[config.mk]
export PLATFORM = sky130hd
export DESIGN_NAME = os_tx_scheduler_flat
export DESIGN_NICKNAME = d
export VERILOG_FILES = /design/src/rtl/os_tx_scheduler_if.sv /design/src/rtl/os_tx_scheduler.sv /design/src/flat_wrapper.sv
export SDC_FILE = /design/constraint.sdc
export NUM_CORES = 1
export LEC_CHECK = 0
export ABC_AREA = 1
export BUFFER_PORTS_ARGS = -buffer_cell sky130_fd_sc_hd__buf_4
export CORE_AREA = 2 2 39 41
export DETAILED_ROUTE_END_ITERATION = 6
export DIE_AREA = 0 0 41 43
export SLEW_MARGIN = 40
export SYNTH_ARGS = -nofsm -noshare
export SYNTH_HDL_FRONTEND = slang
export SYNTH_SLANG_ARGS = --single-unit
[constraint.sdc]
create_clock -name Pclk -period 1.35 [get_ports Pclk]
set_input_delay 0.0675 -clock Pclk [delete_from_list [all_inputs] [get_ports Pclk]]
set_output_delay 0.0675 -clock Pclk [all_outputs]
set_load 0.02 [all_outputs]
[src/rtl/os_tx_scheduler_if.sv]
// Handshake bundle between the TX LTSSM, the OS generator, the TX datapath mux and the scheduler.
// Latency: none (wires only).
// Backpressure: carried by OSGeneratorBusy/Finish and HoldFIFOData; the scheduler uses modport master.
interface os_tx_scheduler_if;
  logic       LtssmReq;
  logic [2:0] LtssmOSType;
  logic       LtssmDone;
  logic       DataMode;
  logic       SkpTimerEn;
  logic [2:0] OSType;
  logic       OSGeneratorStart;
  logic       OSGeneratorBusy;
  logic       OSGeneratorFinish;
  logic       MuxSel;
  logic       HoldFIFOData;
  logic [1:0] SkpPending;
  logic       SkpOverflow;

  // Scheduler side.
  modport master (
    input  LtssmReq, LtssmOSType, DataMode, SkpTimerEn, OSGeneratorBusy, OSGeneratorFinish,
    output LtssmDone, OSType, OSGeneratorStart, MuxSel, HoldFIFOData, SkpPending, SkpOverflow
  );

  // Surrounding logic side (LTSSM, generator, datapath).
  modport slave (
    output LtssmReq, LtssmOSType, DataMode, SkpTimerEn, OSGeneratorBusy, OSGeneratorFinish,
    input  LtssmDone, OSType, OSGeneratorStart, MuxSel, HoldFIFOData, SkpPending, SkpOverflow
  );
endinterface

[src/rtl/os_tx_scheduler.sv]
// Shares the TX OS generator between LTSSM requests and periodic SKP (SKP logic under OS_SCHED_SKP_EN).
// Latency: request seen in cycle N -> OSGeneratorStart in N+1; every output is registered.
// Backpressure: no grant while OSGeneratorBusy; LPIF FIFO held whenever the OS path owns the mux.
module os_tx_scheduler #(
  parameter int SKP_INTERVAL = 1180,
  parameter int SKP_CNT_W    = 12,
  parameter int MAX_PEND     = 2
) (
  input  logic               Pclk,
  input  logic               Reset,
  os_tx_scheduler_if.master  ifc
);

  localparam logic [2:0] OS_SKP = 3'b011;

  typedef enum logic [1:0] {S_IDLE, S_WAIT, S_DATA, S_DRAIN} state_t;

  state_t     state_q, state_d;
  logic       src_ltssm_q, src_ltssm_d;   // 1: OS in flight belongs to the LTSSM, 0: SKP
  logic [2:0] os_type_q, os_type_d;
  logic       start_q, start_d;
  logic       done_q, done_d;
  logic       mux_sel_q, mux_sel_d;
  logic       hold_q, hold_d;
  logic [1:0] skp_pend_q;
  logic       skp_ovf_q;

`ifdef OS_SCHED_SKP_EN
  localparam logic [SKP_CNT_W-1:0] CNT_LAST = SKP_CNT_W'(SKP_INTERVAL - 1);
  localparam logic [1:0]           PEND_MAX = 2'(MAX_PEND);

  logic [SKP_CNT_W-1:0] cnt_q, cnt_d;
  logic [1:0]           skp_pend_d;
  logic                 skp_ovf_d;
  logic                 tick;
  logic                 skp_fin;

  // An SKP retires only on a finish that arrives while we are waiting on an SKP.
  assign skp_fin = (state_q == S_WAIT) && ifc.OSGeneratorFinish && !src_ltssm_q;

  // Interval counter and SKP queue; a tick coinciding with an SKP finish nets to no change.
  always_comb begin
    cnt_d      = cnt_q;
    skp_pend_d = skp_pend_q;
    skp_ovf_d  = skp_ovf_q;
    tick       = 1'b0;
    if (!ifc.SkpTimerEn) begin
      cnt_d      = '0;
      skp_pend_d = '0;
    end else begin
      tick  = (cnt_q == CNT_LAST);
      cnt_d = tick ? '0 : cnt_q + 1'b1;
      if (tick && !skp_fin) begin
        if (skp_pend_q == PEND_MAX) begin
          skp_ovf_d = 1'b1;
        end else begin
          skp_pend_d = skp_pend_q + 2'd1;
        end
      end else if (skp_fin && !tick && (skp_pend_q != 2'd0)) begin
        // The queue may have been cleared by SkpTimerEn while this SKP was in flight.
        skp_pend_d = skp_pend_q - 2'd1;
      end
    end
  end

  // SKP counter/queue registers; overflow is sticky until reset.
  always_ff @(posedge Pclk or negedge Reset) begin
    if (!Reset) begin
      cnt_q      <= '0;
      skp_pend_q <= '0;
      skp_ovf_q  <= 1'b0;
    end else begin
      cnt_q      <= cnt_d;
      skp_pend_q <= skp_pend_d;
      skp_ovf_q  <= skp_ovf_d;
    end
  end
`else
  // Without SKP insertion the queue is permanently empty and the timer inputs are ignored.
  assign skp_pend_q = 2'd0;
  assign skp_ovf_q  = 1'b0;

  logic unused_cfg;
  assign unused_cfg = ^{SKP_INTERVAL, SKP_CNT_W, MAX_PEND, ifc.SkpTimerEn};
`endif

  // Next state and next registered outputs; outputs always describe the state being entered.
  always_comb begin
    state_d     = state_q;
    src_ltssm_d = src_ltssm_q;
    os_type_d   = os_type_q;
    start_d     = 1'b0;
    done_d      = 1'b0;
    mux_sel_d   = mux_sel_q;
    hold_d      = hold_q;
    case (state_q)
      S_IDLE: begin
        mux_sel_d = 1'b0;
        hold_d    = 1'b1;
        if (!ifc.OSGeneratorBusy) begin
          if (skp_pend_q != 2'd0) begin
            os_type_d   = OS_SKP;
            start_d     = 1'b1;
            src_ltssm_d = 1'b0;
            state_d     = S_WAIT;
          end else if (ifc.LtssmReq && !done_q) begin
            // While Done is high the LTSSM has not yet had a chance to drop the request it
            // just had serviced, so it must not be granted a second time.
            os_type_d   = ifc.LtssmOSType;
            start_d     = 1'b1;
            src_ltssm_d = 1'b1;
            state_d     = S_WAIT;
          end else if (ifc.DataMode) begin
            mux_sel_d = 1'b1;
            hold_d    = 1'b0;
            state_d   = S_DATA;
          end
        end
      end
      S_WAIT: begin
        mux_sel_d = 1'b0;
        hold_d    = 1'b1;
        if (ifc.OSGeneratorFinish) begin
          done_d  = src_ltssm_q;
          state_d = S_IDLE;
        end
      end
      S_DATA: begin
        mux_sel_d = 1'b1;
        hold_d    = 1'b0;
        if (skp_pend_q != 2'd0) begin
          hold_d  = 1'b1;
          state_d = S_DRAIN;
        end else if (!ifc.DataMode) begin
          mux_sel_d = 1'b0;
          hold_d    = 1'b1;
          state_d   = S_IDLE;
        end
      end
      S_DRAIN: begin
        // One cycle with the mux still on data lets the in-flight datapath word leave.
        mux_sel_d = 1'b0;
        hold_d    = 1'b1;
        state_d   = S_IDLE;
      end
      default: state_d = S_IDLE;
    endcase
  end

  // FSM state and registered outputs; reset aborts any OS in flight without a Done.
  always_ff @(posedge Pclk or negedge Reset) begin
    if (!Reset) begin
      state_q     <= S_IDLE;
      src_ltssm_q <= 1'b0;
      os_type_q   <= 3'd0;
      start_q     <= 1'b0;
      done_q      <= 1'b0;
      mux_sel_q   <= 1'b0;
      hold_q      <= 1'b1;
    end else begin
      state_q     <= state_d;
      src_ltssm_q <= src_ltssm_d;
      os_type_q   <= os_type_d;
      start_q     <= start_d;
      done_q      <= done_d;
      mux_sel_q   <= mux_sel_d;
      hold_q      <= hold_d;
    end
  end

  assign ifc.OSType           = os_type_q;
  assign ifc.OSGeneratorStart = start_q;
  assign ifc.LtssmDone        = done_q;
  assign ifc.MuxSel           = mux_sel_q;
  assign ifc.HoldFIFOData     = hold_q;
  assign ifc.SkpPending       = skp_pend_q;
  assign ifc.SkpOverflow      = skp_ovf_q;

endmodule

[src/flat_wrapper.sv]
// flat-port wrapper written by rule: the top's interface ports become plain ports
module os_tx_scheduler_flat 
#(
  parameter int SKP_INTERVAL = 1180,
  parameter int SKP_CNT_W    = 12,
  parameter int MAX_PEND     = 2
)
  (Pclk, Reset, ifc_LtssmReq, ifc_LtssmOSType, ifc_DataMode, ifc_SkpTimerEn, ifc_OSGeneratorBusy, ifc_OSGeneratorFinish, ifc_LtssmDone, ifc_OSType, ifc_OSGeneratorStart, ifc_MuxSel, ifc_HoldFIFOData, ifc_SkpPending, ifc_SkpOverflow);
  os_tx_scheduler_if ifc_i ();
  input  logic Pclk;
  input  logic Reset;
  input wire logic [$bits(ifc_i.LtssmReq)-1:0] ifc_LtssmReq;
  input wire logic [$bits(ifc_i.LtssmOSType)-1:0] ifc_LtssmOSType;
  input wire logic [$bits(ifc_i.DataMode)-1:0] ifc_DataMode;
  input wire logic [$bits(ifc_i.SkpTimerEn)-1:0] ifc_SkpTimerEn;
  input wire logic [$bits(ifc_i.OSGeneratorBusy)-1:0] ifc_OSGeneratorBusy;
  input wire logic [$bits(ifc_i.OSGeneratorFinish)-1:0] ifc_OSGeneratorFinish;
  output wire logic [$bits(ifc_i.LtssmDone)-1:0] ifc_LtssmDone;
  output wire logic [$bits(ifc_i.OSType)-1:0] ifc_OSType;
  output wire logic [$bits(ifc_i.OSGeneratorStart)-1:0] ifc_OSGeneratorStart;
  output wire logic [$bits(ifc_i.MuxSel)-1:0] ifc_MuxSel;
  output wire logic [$bits(ifc_i.HoldFIFOData)-1:0] ifc_HoldFIFOData;
  output wire logic [$bits(ifc_i.SkpPending)-1:0] ifc_SkpPending;
  output wire logic [$bits(ifc_i.SkpOverflow)-1:0] ifc_SkpOverflow;
  assign ifc_i.LtssmReq = ifc_LtssmReq;
  assign ifc_i.LtssmOSType = ifc_LtssmOSType;
  assign ifc_i.DataMode = ifc_DataMode;
  assign ifc_i.SkpTimerEn = ifc_SkpTimerEn;
  assign ifc_i.OSGeneratorBusy = ifc_OSGeneratorBusy;
  assign ifc_i.OSGeneratorFinish = ifc_OSGeneratorFinish;
  assign ifc_LtssmDone = ifc_i.LtssmDone;
  assign ifc_OSType = ifc_i.OSType;
  assign ifc_OSGeneratorStart = ifc_i.OSGeneratorStart;
  assign ifc_MuxSel = ifc_i.MuxSel;
  assign ifc_HoldFIFOData = ifc_i.HoldFIFOData;
  assign ifc_SkpPending = ifc_i.SkpPending;
  assign ifc_SkpOverflow = ifc_i.SkpOverflow;
  os_tx_scheduler #(.SKP_INTERVAL(SKP_INTERVAL), .SKP_CNT_W(SKP_CNT_W), .MAX_PEND(MAX_PEND)) u_core (.Pclk(Pclk), .Reset(Reset), .ifc(ifc_i));
endmodule
## After elaboration in Yosys (flattened, before gate mapping)

Index checks and enable logic that the tools add are counted.

- Eq/ne operators: 7
- Mux-type cells: 19
- Bitwise logic cells: 1
- Reduce and logical (&&, ||, !) cells: 6

Operators with widths:

| operator | count |
|---|---|
| $mux 1 | 11 |
| $mux 2 | 5 |
| $pmux 2 s4 | 1 |
| $ne 2x2->1 const B | 3 |
| $pmux 1 s3 | 2 |
| $eq 2x2->1 const B | 2 |
| $reduce_and 4->1 | 1 |
| $ne 3x2->1 const B | 1 |
| $reduce_and 3->1 | 1 |
| $eq 2x1->1 const B | 1 |
| $logic_not 2->1 | 1 |
| $reduce_or 2->1 | 1 |
| $logic_and 1x1->1 | 1 |
| $logic_not 1->1 | 1 |
| $not 1->1 | 1 |

- Flip-flop bits (word level): 10
- Input port bits: 10
- Output and inout port bits: 10
- Logic and storage cells: 40

## Longest topological paths before layout

Gate-level depths: netlist of the first run.

- Word-level depth: 5
- Depth in mapped cells: 5
- Mapped depth without buffers: 5

## Worst setup path before layout of the first run

No wires, ideal clock.

- Path kind: register to register
- Start: reg u_core.done_q, in the netlist u_core.ifc.LtssmDone
- End: reg u_core.os_type_q[0], in the netlist u_core.ifc.OSType[0]
- Library setup time: 0.117 ns
- Arrival time: 0.852 ns
- Required time: 1.233 ns
- Setup slack: 0.381 ns
- Stages on the path, launching flop included: 5
- Buffers on the path: 0
- Clock period less this slack: 0.969 ns
- Cells stage by stage: dfrtp_1 > nor2_4 > nand3_4 > nand2_1 > nand2_1

- Cells in the longest elaborated chain, start to end: 3

RTL lines:

| element | RTL line | text |
|---|---|---|
| from (decl) | os_tx_scheduler.sv:22 | `logic done_q, done_d;` |
| from (signal assigned) | os_tx_scheduler.sv:165 | `done_q <= done_d;` |
| $logic_not 1->1 | os_tx_scheduler.sv:106 | `end else if (ifc.LtssmReq && !done_q) begin` |
| $logic_and 1x1->1 | os_tx_scheduler.sv:106 |  |
| $reduce_and 3->1 (no line) | n/a |  |
| to (signal assigned) | os_tx_scheduler.sv:163 | `os_type_q <= os_type_d;` |
| to (decl) | os_tx_scheduler.sv:20 | `logic [2:0] os_type_q, os_type_d;` |

Every way passes these cells.
A chain may end at the register's enable or synchronous reset.

## Final worst setup path of the first run

- Start: reg u_core.state_q[0]
- End: reg u_core.os_type_q[2], in the netlist u_core.ifc.OSType[2]

- Cells in the longest elaborated chain, start to end: 2

RTL lines:

| element | RTL line | text |
|---|---|---|
| from (decl) | os_tx_scheduler.sv:18 | `state_t state_q, state_d;` |
| from (signal assigned) | os_tx_scheduler.sv:161 | `state_q <= state_d;` |
| $logic_not 2->1 | os_tx_scheduler.sv:96 | `case (state_q)` |
| $reduce_and 3->1 (no line) | n/a |  |

Every way passes these cells.

==> flow_summary.ini, run 1 <==
[status]
outcome = finished, final reports clean

[critical_path]
crit_type = flop to flop
cp-endpoint = u_core.ifc.OSType[2]
r2r_start = u_core.state_q[0]
crit_fanout = 6
cp-start-kind = flop
worstSetupStartpoint = u_core.state_q[0]
endpoint_kind = flop
reg2reg_slack_ns = 0.35
regToRegEndpoint = u_core.ifc.OSType[2]
rr_worst_depth = 4
required_ns = 1.50
worstPathArrival_ns = 1.15

[clocking]
htreeDepth = 1
clkSinkCount = 10
worstSkewPairLatency_ns = 0.26
cts-buffers-inserted = 3
root_buffer = clkbuf_4
cts_buffer_depth = 2
cts_tree = done
path_clk_slew_ns = 0.06

[logic_synthesis]
synth.distinct_cells = 13
synth_top_family_by_area = simple AND/OR/NAND/NOR gates
muxShareOfSynthArea_pct = 0
yosys_warnings = 0
synth_area_um2 = 447
synth-seq-area-share_pct = 56.3
synth-simple-area-share_pct = 28.0
yosys.area_share.adder_pct = 0
synthXorXnorAreaFrac_pct = 0
synth-compound-area-share_pct = 4.76
syn_area_per_cell_um2 = 9.71
synth_cells = 46
ys_ff_latch = 10

[cells_and_area]
layout_common_cells = buf_4, nand2_1, dfrtp_1
fin_nets = 77
final.fill_count = 144
final_util_pct = 44.1
final_cell_area_um2 = 611
areaGrowthSynthToFinish_pct = 36.7
layout_commonest_cell = buf_4
antenna_cells = 0
drive_above_1_share_pct = 36.4

[global_route]
grt_pass1_wl_um = 1210
grt_antenna_before_repair = 0
grt-ovfl-total = 0
grt_pass1_vias = 305
grt_max_degree = 11
grt.total_usage_pct = 11.2

[timing]
final-max-slew-violation-count = 0
hold_slack_ns = 0.0641
post-route-period-util_pct = 73.8
fin_crit_ns = 0.997
fin_setup_tns_ns = 0
skew_ns = 0.00376
rsz0062_at_grt = false
finalHoldViolCount = 0
finalSetupViolCount = 0
fmax_ghz = 1.00

[drt]
routed_wl_um = 745
drtAntennaViolNets = 0
vias = 353
viasPerCell = 4.30
drcViolationCount = 0
drt_pass1_iterations = 2
first_iter_violations = 6
wl_per_cell_um = 9.09

[floorplan]
io_pins = 20
die_x_um = 41
die_y_um = 43
core-area_um2 = 1380
dieArea_um2 = 1760
num_rows = 14
initial_core_util_pct = 32.3

[placement]
dp_hpwl_um = 561
placed_area_um2 = 564
place_congestion = 0.652
port_buffers = 15

[power_and_ir_drop]
cellLeakagePower_nw = 0.328
powerDensity_nw_per_um2 = 1390
ir_worst_vdd_v = 0.000570

[hold_path]
worstHoldPathType = input port to flop

[run]
max_cap_violations = 0
-- cell families after synthesis --
| kind of cell | Yosys count |
|---|---|
| flip-flops | 10 |
| AO/OA/AOI/OAI | 3 |
| AND/OR/NAND/NOR | 23 |
| other | 1 |
| buffers and inverters | 9 |
-- worst max-delay path: stages (launching register included) --
cell	delay [ns]
dfrtp_1	0.44
nor2_4	0.19
nand3_4	0.13
nand2_1	0.08
nand2_1	0.05
-- registers in the layout, summed over array words and instances (netlist names) --
signal                       count
u_core.ifc.MuxSel                1
u_core.ifc.OSGeneratorStart      1
u_core.ifc.OSType                3
u_core.ifc.HoldFIFOData          1
u_core.ifc.LtssmDone             1
u_core.src_ltssm_q               1
u_core.state_q                   2
-- cell type report --
| cell class | instances | area (um2) | share of cell area [%] |
|---|---|---|---|
| clock buffer | 4 | 26.3 | 4.30 |
| inverter | 6 | 22.5 | 3.69 |
| tap | 16 | 20.0 | 3.28 |
| timing repair buffer | 17 | 133 | 21.7 |
| multi-input combinational | 29 | 158 | 25.8 |
| sequential | 10 | 251 | 41.2 |
-- Yosys cell counts --
master | count | area share, %
nand3_4 | 1 | 3.9
buf_4 | 3 | 5.0
nor2_4 | 2 | 5.0
inv_1 | 6 | 5.0
nand2_1 | 12 | 10
dfstp_2 | 1 | 5.9
o21ai_2 | 1 | 2.0
o22ai_1 | 2 | 2.8
dfrtp_1 | 9 | 50
conb_1 | 1 | 0.84
nand4_1 | 3 | 4.2
nand2_2 | 1 | 1.4
nor2_1 | 4 | 3.4
-- how the worst min path moves through the flow --
stage                             startpoint                     endpoint  cells past startpoint
final                     ifc_LtssmOSType[1]         u_core.ifc.OSType[1]                      3
after global routing      ifc_LtssmOSType[1]         u_core.ifc.OSType[1]                      3
after CTS                 ifc_LtssmOSType[1]         u_core.ifc.OSType[1]                      3
after detailed placement               Reset         u_core.ifc.OSType[1]                      1
after global placement                 Reset  u_core.ifc.OSGeneratorStart                      1
after floorplan                        Reset         u_core.ifc.LtssmDone                      0
-- metal layers --
metal | GRT usage (%) | vias to the layer above | share of wire (%)
met5 | 0 | - | 0
met4 | 6.00 | 0 | 1.6
met3 | 9.42 | 2 | 10
met2 | 14.7 | 16 | 48
met1 | 12.0 | 155 | 40
li1 | - | 180 | -
-- power by group --
| part | switching [mW] | internal, mW | total [mW] |
|---|---|---|---|
| registers | 0.0335 | 0.353 | 0.387 |
| clock network | 0.0902 | 0.114 | 0.204 |
| logic | 0.149 | 0.109 | 0.258 |
-- through the flow --
step / setup WS [ns] / std cells / power (mW)
6_report: 0.353 / 82 / 0.849
3_5_place_dp: 0.364 / 76 / 0.648
2_1_floorplan: 0.381 / 48 / 0.547
3_3_place_gp: 0.372 / 76 / 0.645
5_1_grt: 0.263 / 82 / 0.922
4_1_cts: 0.354 / 82 / 0.864
-- what timing repair did --
action,CTS,global route
endpoints found under the hold margin,11,0
hold buffers,2,0
buffers inserted,0,0
setup endpoints to repair,0,0
resized for setup,0,0
Power figures use the tool's default switching activity.
==> run 2: changes to the inputs <==
==> constraint.sdc (replaced) <==
create_clock -name Pclk -period 0.8 [get_ports Pclk]
set_input_delay 0.04 -clock Pclk [delete_from_list [all_inputs] [get_ports Pclk]]
set_output_delay 0.04 -clock Pclk [all_outputs]
set_load 0.02 [all_outputs]
==> run 2 against run 1 <==
  * The run now ends with setup timing left
  * Largest cell class unchanged
  * Sequential power increased by 72%
  * Clock skew increased by 0.00070 ns
  * Maximum frequency increased by 2.6%
  * Worst hold slack got worse by 0.049 ns
  * Non-clock buffer count increased by 6
  * Register-to-register slack got worse by 0.52 ns
  * Power increased by 110%
  * Highest routed layer unchanged
  * Utilization increased by 8.7 points
==> flow_summary.ini, run 2 (synthesis gave the netlist of run 1 again) <==
[status]
outcome = finished, violations left
violations = setup timing

[cells_and_area]
antenna_cells = 0
layout_commonest_cell = buf_4
final_cells = 88
final_cell_area_um2 = 731
drive_above_1_share_pct = 55.6
layout_common_cells = buf_4, nand2_1, buf_6
areaGrowthSynthToFinish_pct = 63.6
largest_reg_flops = 3
fin_nets = 83

[timing]
fmax_ghz = 1.03
fin_setup_tns_ns = -1.44
final-max-slew-violation-count = 0
post-route-period-util_pct = 121
finalSetupViolCount = 17
hold_slack_ns = 0.0155
rsz0062_at_grt = true
finalHoldViolCount = 0
setup_slack_ns = -0.171
fin_crit_ns = 0.971
skew_ns = 0.00446

[critical_path]
rr_worst_depth = 4
cp-start-kind = flop
cp_cell_sequence = nor2_4, nand3_4, buf_4, inv_2
slowest_delay_ns = 0.44
worstPathArrival_ns = 1.20
crit_path_top_delay_cell = dfrtp_2
crit_type = flop to flop
required_ns = 1.03
r2r_start = u_core.ifc.LtssmDone
endpoint_kind = flop
crit_fanout = 6
worstSetupStartpoint = u_core.ifc.LtssmDone

[floorplan]
dieArea_um2 = 1760
die_y_um = 43
num_rows = 14
io_pins = 20
core-area_um2 = 1380
die_x_um = 41
initial_core_util_pct = 32.3

[clocking]
cts_buffer_depth = 2
cts-buffers-inserted = 3
clkSinkCount = 10
worstSkewPairLatency_ns = 0.28
cts_tree = done
root_buffer = clkbuf_4
path_clk_slew_ns = 0.07
htreeDepth = 1

[hold_path]
hold_path.startpoint = ifc_LtssmOSType[0]
holdPathStages = 3
worstHoldPathType = input port to flop

[placement]
placed_area_um2 = 581
dp_hpwl_um = 658
place_congestion = 0.676
dp.cells = 78
port_buffers = 15

[power_and_ir_drop]
powerDensity_nw_per_um2 = 2460
finalPower_mw = 1.80
ir_worst_vdd_v = 0.00122
cellLeakagePower_nw = 0.378

[global_route]
grt_max_degree = 11
grt_antenna_before_repair = 0
grt_pass1_wl_um = 1540
grt.total_usage_pct = 14.5
grt-ovfl-total = 0
grt_pass1_vias = 339

[drt]
drt_pass1_iterations = 4
viasPerCell = 4.49
vias = 395
wl_per_cell_um = 11.9
drcViolationCount = 0
drtAntennaViolNets = 0
routed_wl_um = 1050
first_iter_violations = 4

[run]
max_cap_violations = 0
==> run 2: changes by cell type in the layout (fill, tap and decap cells not counted), moves of 2 or more <==
cell / previous run / this run
o22ai_1: 2 / 0
o22ai_2: 0 / 2
nand2_1: 12 / 9
buf_6: 0 / 9
buf_4: 15 / 12
inv_1: 6 / 4
nand2_2: 1 / 3
==> run 2: where the power goes <==
part           leakage [nW]  internal, mW  switching, mW  total (mW)
sequential            0.122         0.597         0.0692       0.666
clock                0.0210         0.277          0.208       0.485
combinational         0.235         0.332          0.315       0.647
total                 0.378          1.21          0.592        1.80
==> run 2: path summary, 6_finish.rpt <==
check	slack, ns	end
worst max-delay path	-0.17	u_core.ifc.OSGeneratorStart
worst min-delay path	0.02	u_core.ifc.OSType[0]
worst max register to register	-0.17	u_core.ifc.OSGeneratorStart
worst min register to register	0.48	u_core.src_ltssm_q
max in group asynchronous	0.47	u_core.ifc.HoldFIFOData
min in group asynchronous	0.11	u_core.ifc.MuxSel
==> run 2: routing by layer <==
layer	track usage, %	share of wire, %	vias up
li1	-	-	190
met1	16.3	37	184
met2	18.8	50	16
met3	5.24	7.4	5
met4	16.0	5.3	0
met5	0	0	-
==> run 2: per-stage QoR <==
step / setup slack [ns] / util, %
6_report: -0.171 / 52.8
5_1_grt: -0.233 / 52.8
3_3_place_gp: -0.132 / 42.0
2_1_floorplan: -0.112 / -
4_1_cts: -0.162 / 50.4
3_5_place_dp: -0.148 / 42.0
==> run 2: worst max-delay path, delay by kind of cell, from the launching register on <==
family	cells	cell delay, ns
buf+inv	2	0.20
simple gates	2	0.28
flops	1	0.44
==> run 2: repair_timing <==
action / in CTS / in global routing
hold endpoints to repair: 12 / 0
pin swaps: 6 / 3
hold buffers: 2 / 0
setup buffers: 2 / 2
endpoints found under the setup margin: 17 / 17
resized for setup: 14 / 5
==> run 2: final cells by class <==
cell class | instances | area [um2]
Clock buffer | 4 | 36.3
Fill cell | 119 | 653
Inverter | 6 | 25.0
Multi-Input combinational cell | 29 | 185
Sequential cell | 10 | 253
Tap cell | 16 | 20.0
Timing Repair Buffer | 23 | 211
==> run 3: changes to the inputs <==
--- a/config.mk
+++ b/config.mk
@@ -5,11 +5,11 @@
 export SDC_FILE = /design/constraint.sdc
 export NUM_CORES = 1
 export LEC_CHECK = 0
-export ABC_AREA = 1
 export BUFFER_PORTS_ARGS = -buffer_cell sky130_fd_sc_hd__buf_4
 export CORE_AREA = 2 2 39 41
 export DETAILED_ROUTE_END_ITERATION = 6
 export DIE_AREA = 0 0 41 43
+export MAX_ROUTING_LAYER = met4
 export SLEW_MARGIN = 40
 export SYNTH_ARGS = -nofsm -noshare
 export SYNTH_HDL_FRONTEND = slang
==> constraint.sdc (replaced) <==
create_clock -name Pclk -period 0.8 [get_ports Pclk]
set_input_delay 0.04 -clock Pclk [delete_from_list [all_inputs] [get_ports Pclk]]
set_output_delay 0.04 -clock Pclk [all_outputs]
set_load 0.05 [all_outputs]
==> run 3 against run 2 <==
  * The run still ends with setup timing left
  * Critical path type unchanged
  * Via count decreased by 22%
  * Power up 2.7%
  * Die area unchanged
  * Critical endpoint is now u_core.ifc.OSType[2]
  * Maximum frequency decreased by 25%
  * First-iteration DRC count fell by 100%
  * Worst hold slack got worse by 0.0048 ns
  * Synthesized area is 9.8% lower
  * Largest power group is now combinational cells
  * Utilization down 1.1 points
  * Setup slack worse by 0.32 ns
==> flow_summary.ini, run 3 <==
[status]
violations = setup timing
outcome = finished, violations left

[power_and_ir_drop]
finalPower_mw = 1.85
ir_worst_vdd_v = 0.00160
powerDensity_nw_per_um2 = 2580
cellLeakagePower_nw = 0.342

[cells_and_area]
drive_above_1_share_pct = 70.9
multi_input_area_um2 = 173
areaGrowthSynthToFinish_pct = 77.6
final.fill_count = 131
regArea_um2 = 253
final_util_pct = 51.7
antenna_cells = 0
layout_common_cells = buf_4, buf_6, dfrtp_1
fin_nets = 66
largest_reg_flops = 3
layout_commonest_cell = buf_4
final_cell_area_um2 = 716

[global_route]
grt-ovfl-total = 0
grt_pass1_wl_um = 1190
grt.total_usage_pct = 10.9
grt_max_degree = 11
grt_antenna_before_repair = 0
grt_pass1_vias = 296

[logic_synthesis]
synth.top_cell.area_share_pct = 55.9
yosys.area.top_type = dfrtp_1
synth_cells = 28
synthXorXnorAreaFrac_pct = 0
syn_area_per_cell_um2 = 14.4
synthTopCellsByArea = dfrtp_1, mux2_2, dfstp_2
synth_top_family_by_area = simple AND/OR/NAND/NOR gates
synth_area_um2 = 403
synth_edf_count = 0
synth-seq-area-share_pct = 62.4
synth-simple-area-share_pct = 20.5
synth.distinct_cells = 13
synth-compound-area-share_pct = 1.24
synthArstFlopShare_pct = 100
synth.most_common_cell = dfrtp_1
muxShareOfSynthArea_pct = 8.39
netlist_top_cells_count = dfrtp_1, buf_4, mux2_2, nor3b_1, or2_2
yosys.area_share.adder_pct = 0
ys_ff_latch = 10
yosys_warnings = 0
synth_ff_type = dfrtp_1

[timing]
skew_ns = 0.00160
post-route-period-util_pct = 161
fmax_ghz = 0.775
fin_crit_ns = 1.29
fin_setup_tns_ns = -3.79
finalHoldViolCount = 0
setup_slack_ns = -0.490
rsz0062_at_grt = true
final-max-slew-violation-count = 0
finalSetupViolCount = 17

[critical_path]
worstPathArrival_ns = 1.44
worstSetupStartpoint = u_core.ifc.LtssmDone
cp_top_family = flip-flops
required_ns = 0.95
cp-start-kind = flop
crit_fanout = 5
slowest_delay_ns = 0.40
crit_type = flop to flop
path_depth = 4
crit_path_top_delay_cell = dfrtp_2
cp_cell_sequence = nand2b_4, nor4_4, buf_6, mux2_4
regToRegEndpoint = u_core.ifc.OSType[2]
cp-endpoint = u_core.ifc.OSType[2]
endpoint_kind = flop
worst-path-buf-inv = 1
r2r_start = u_core.ifc.LtssmDone
reg2reg_slack_ns = -0.49
rr_worst_depth = 4

[hold_path]
worstHoldPathType = input port to flop
hold_path.startpoint = ifc_LtssmOSType[2]

[placement]
place_congestion = 0.693
placed_area_um2 = 559
dp_hpwl_um = 565
port_buffers = 15
dp_slack_ns = -0.491

[drt]
routed_wl_um = 816
drt_pass1_iterations = 1
drtAntennaViolNets = 0
wl_per_cell_um = 11.5
vias = 307
drcViolationCount = 0
first_iter_violations = 0
viasPerCell = 4.32

[floorplan]
die_y_um = 43
core-area_um2 = 1380
die_x_um = 41
io_pins = 20
initial_core_util_pct = 29.1
dieArea_um2 = 1760
num_rows = 14

[clocking]
cts_tree = done
clkSinkCount = 10
cts_buffer_depth = 2
worstSkewPairLatency_ns = 0.26
path_clk_slew_ns = 0.07
htreeDepth = 1
cts-buffers-inserted = 3
root_buffer = clkbuf_4

[run]
max_cap_violations = 0
==> run 3: logic make-up (layout without fill, tap and decap cells) <==
logic type,after synthesis,after routing
flops,10,10
simple gates,9,9
buf+inv,4,29
mux,3,3
other cells,1,3
compound gates,1,1
==> run 3: through the flow <==
step | hold slack [ns] | instances
6_report | 0.0107 | 71
5_1_grt | 0.00688 | 71
4_1_cts | 0.00443 | 69
3_5_place_dp | -0.125 | 62
3_3_place_gp | -0.125 | 62
2_1_floorplan | -0.256 | 30
==> run 3: worst min-delay path by stage <==
stage,to,slack (ns),cells past startpoint
4_1_cts,u_core.ifc.OSType[2],0.004,2
3_3_place_gp,u_core.ifc.MuxSel,-0.12,1
5_1_grt,u_core.ifc.OSType[2],0.007,2
3_5_place_dp,u_core.ifc.MuxSel,-0.12,1
6_report,u_core.ifc.OSType[2],0.01,2
2_1_floorplan,u_core.ifc.LtssmDone,-0.26,0
==> run 3: worst reg2reg max path: stages, from the launching register on <==
cell	delay, ns
dfrtp_2	0.40
nand2b_4	0.16
nor4_4	0.16
buf_6	0.17
mux2_4	0.30
==> run 3: power by group <==
part / internal [mW] / switching [mW] / leakage, nW
sequential: 0.592 / 0.0604 / 0.120
clock: 0.276 / 0.175 / 0.0210
combinational: 0.341 / 0.404 / 0.201
total: 1.21 / 0.639 / 0.342
==> run 3: area by class of cell <==
type                    count  area share (%)
flip-flops and latches     10            35.3
repair buffers             24            32.2
multi-input cells          16            24.1
clock buffers               4            5.07
well taps                  16            2.80
inverters                   1           0.524
==> run 3: timing repair <==
item / CTS / global route
hold buffers: 2 / 0
buffers inserted: 1 / 3
pin swaps: 0 / 1
endpoints found under the setup margin: 17 / 17
endpoints found under the hold margin: 11 / 0
gates resized for setup: 13 / 7
==> run 3: per-layer routing <==
layer | track usage (%) | up-vias | part of all wire (%)
met1 | 12.1 | 148 | 41
met3 | 3.14 | 2 | 8.9
li1 | - | 143 | -
met4 | 10.0 | 0 | 0.98
met5 | - | - | 0
met2 | 15.0 | 14 | 49
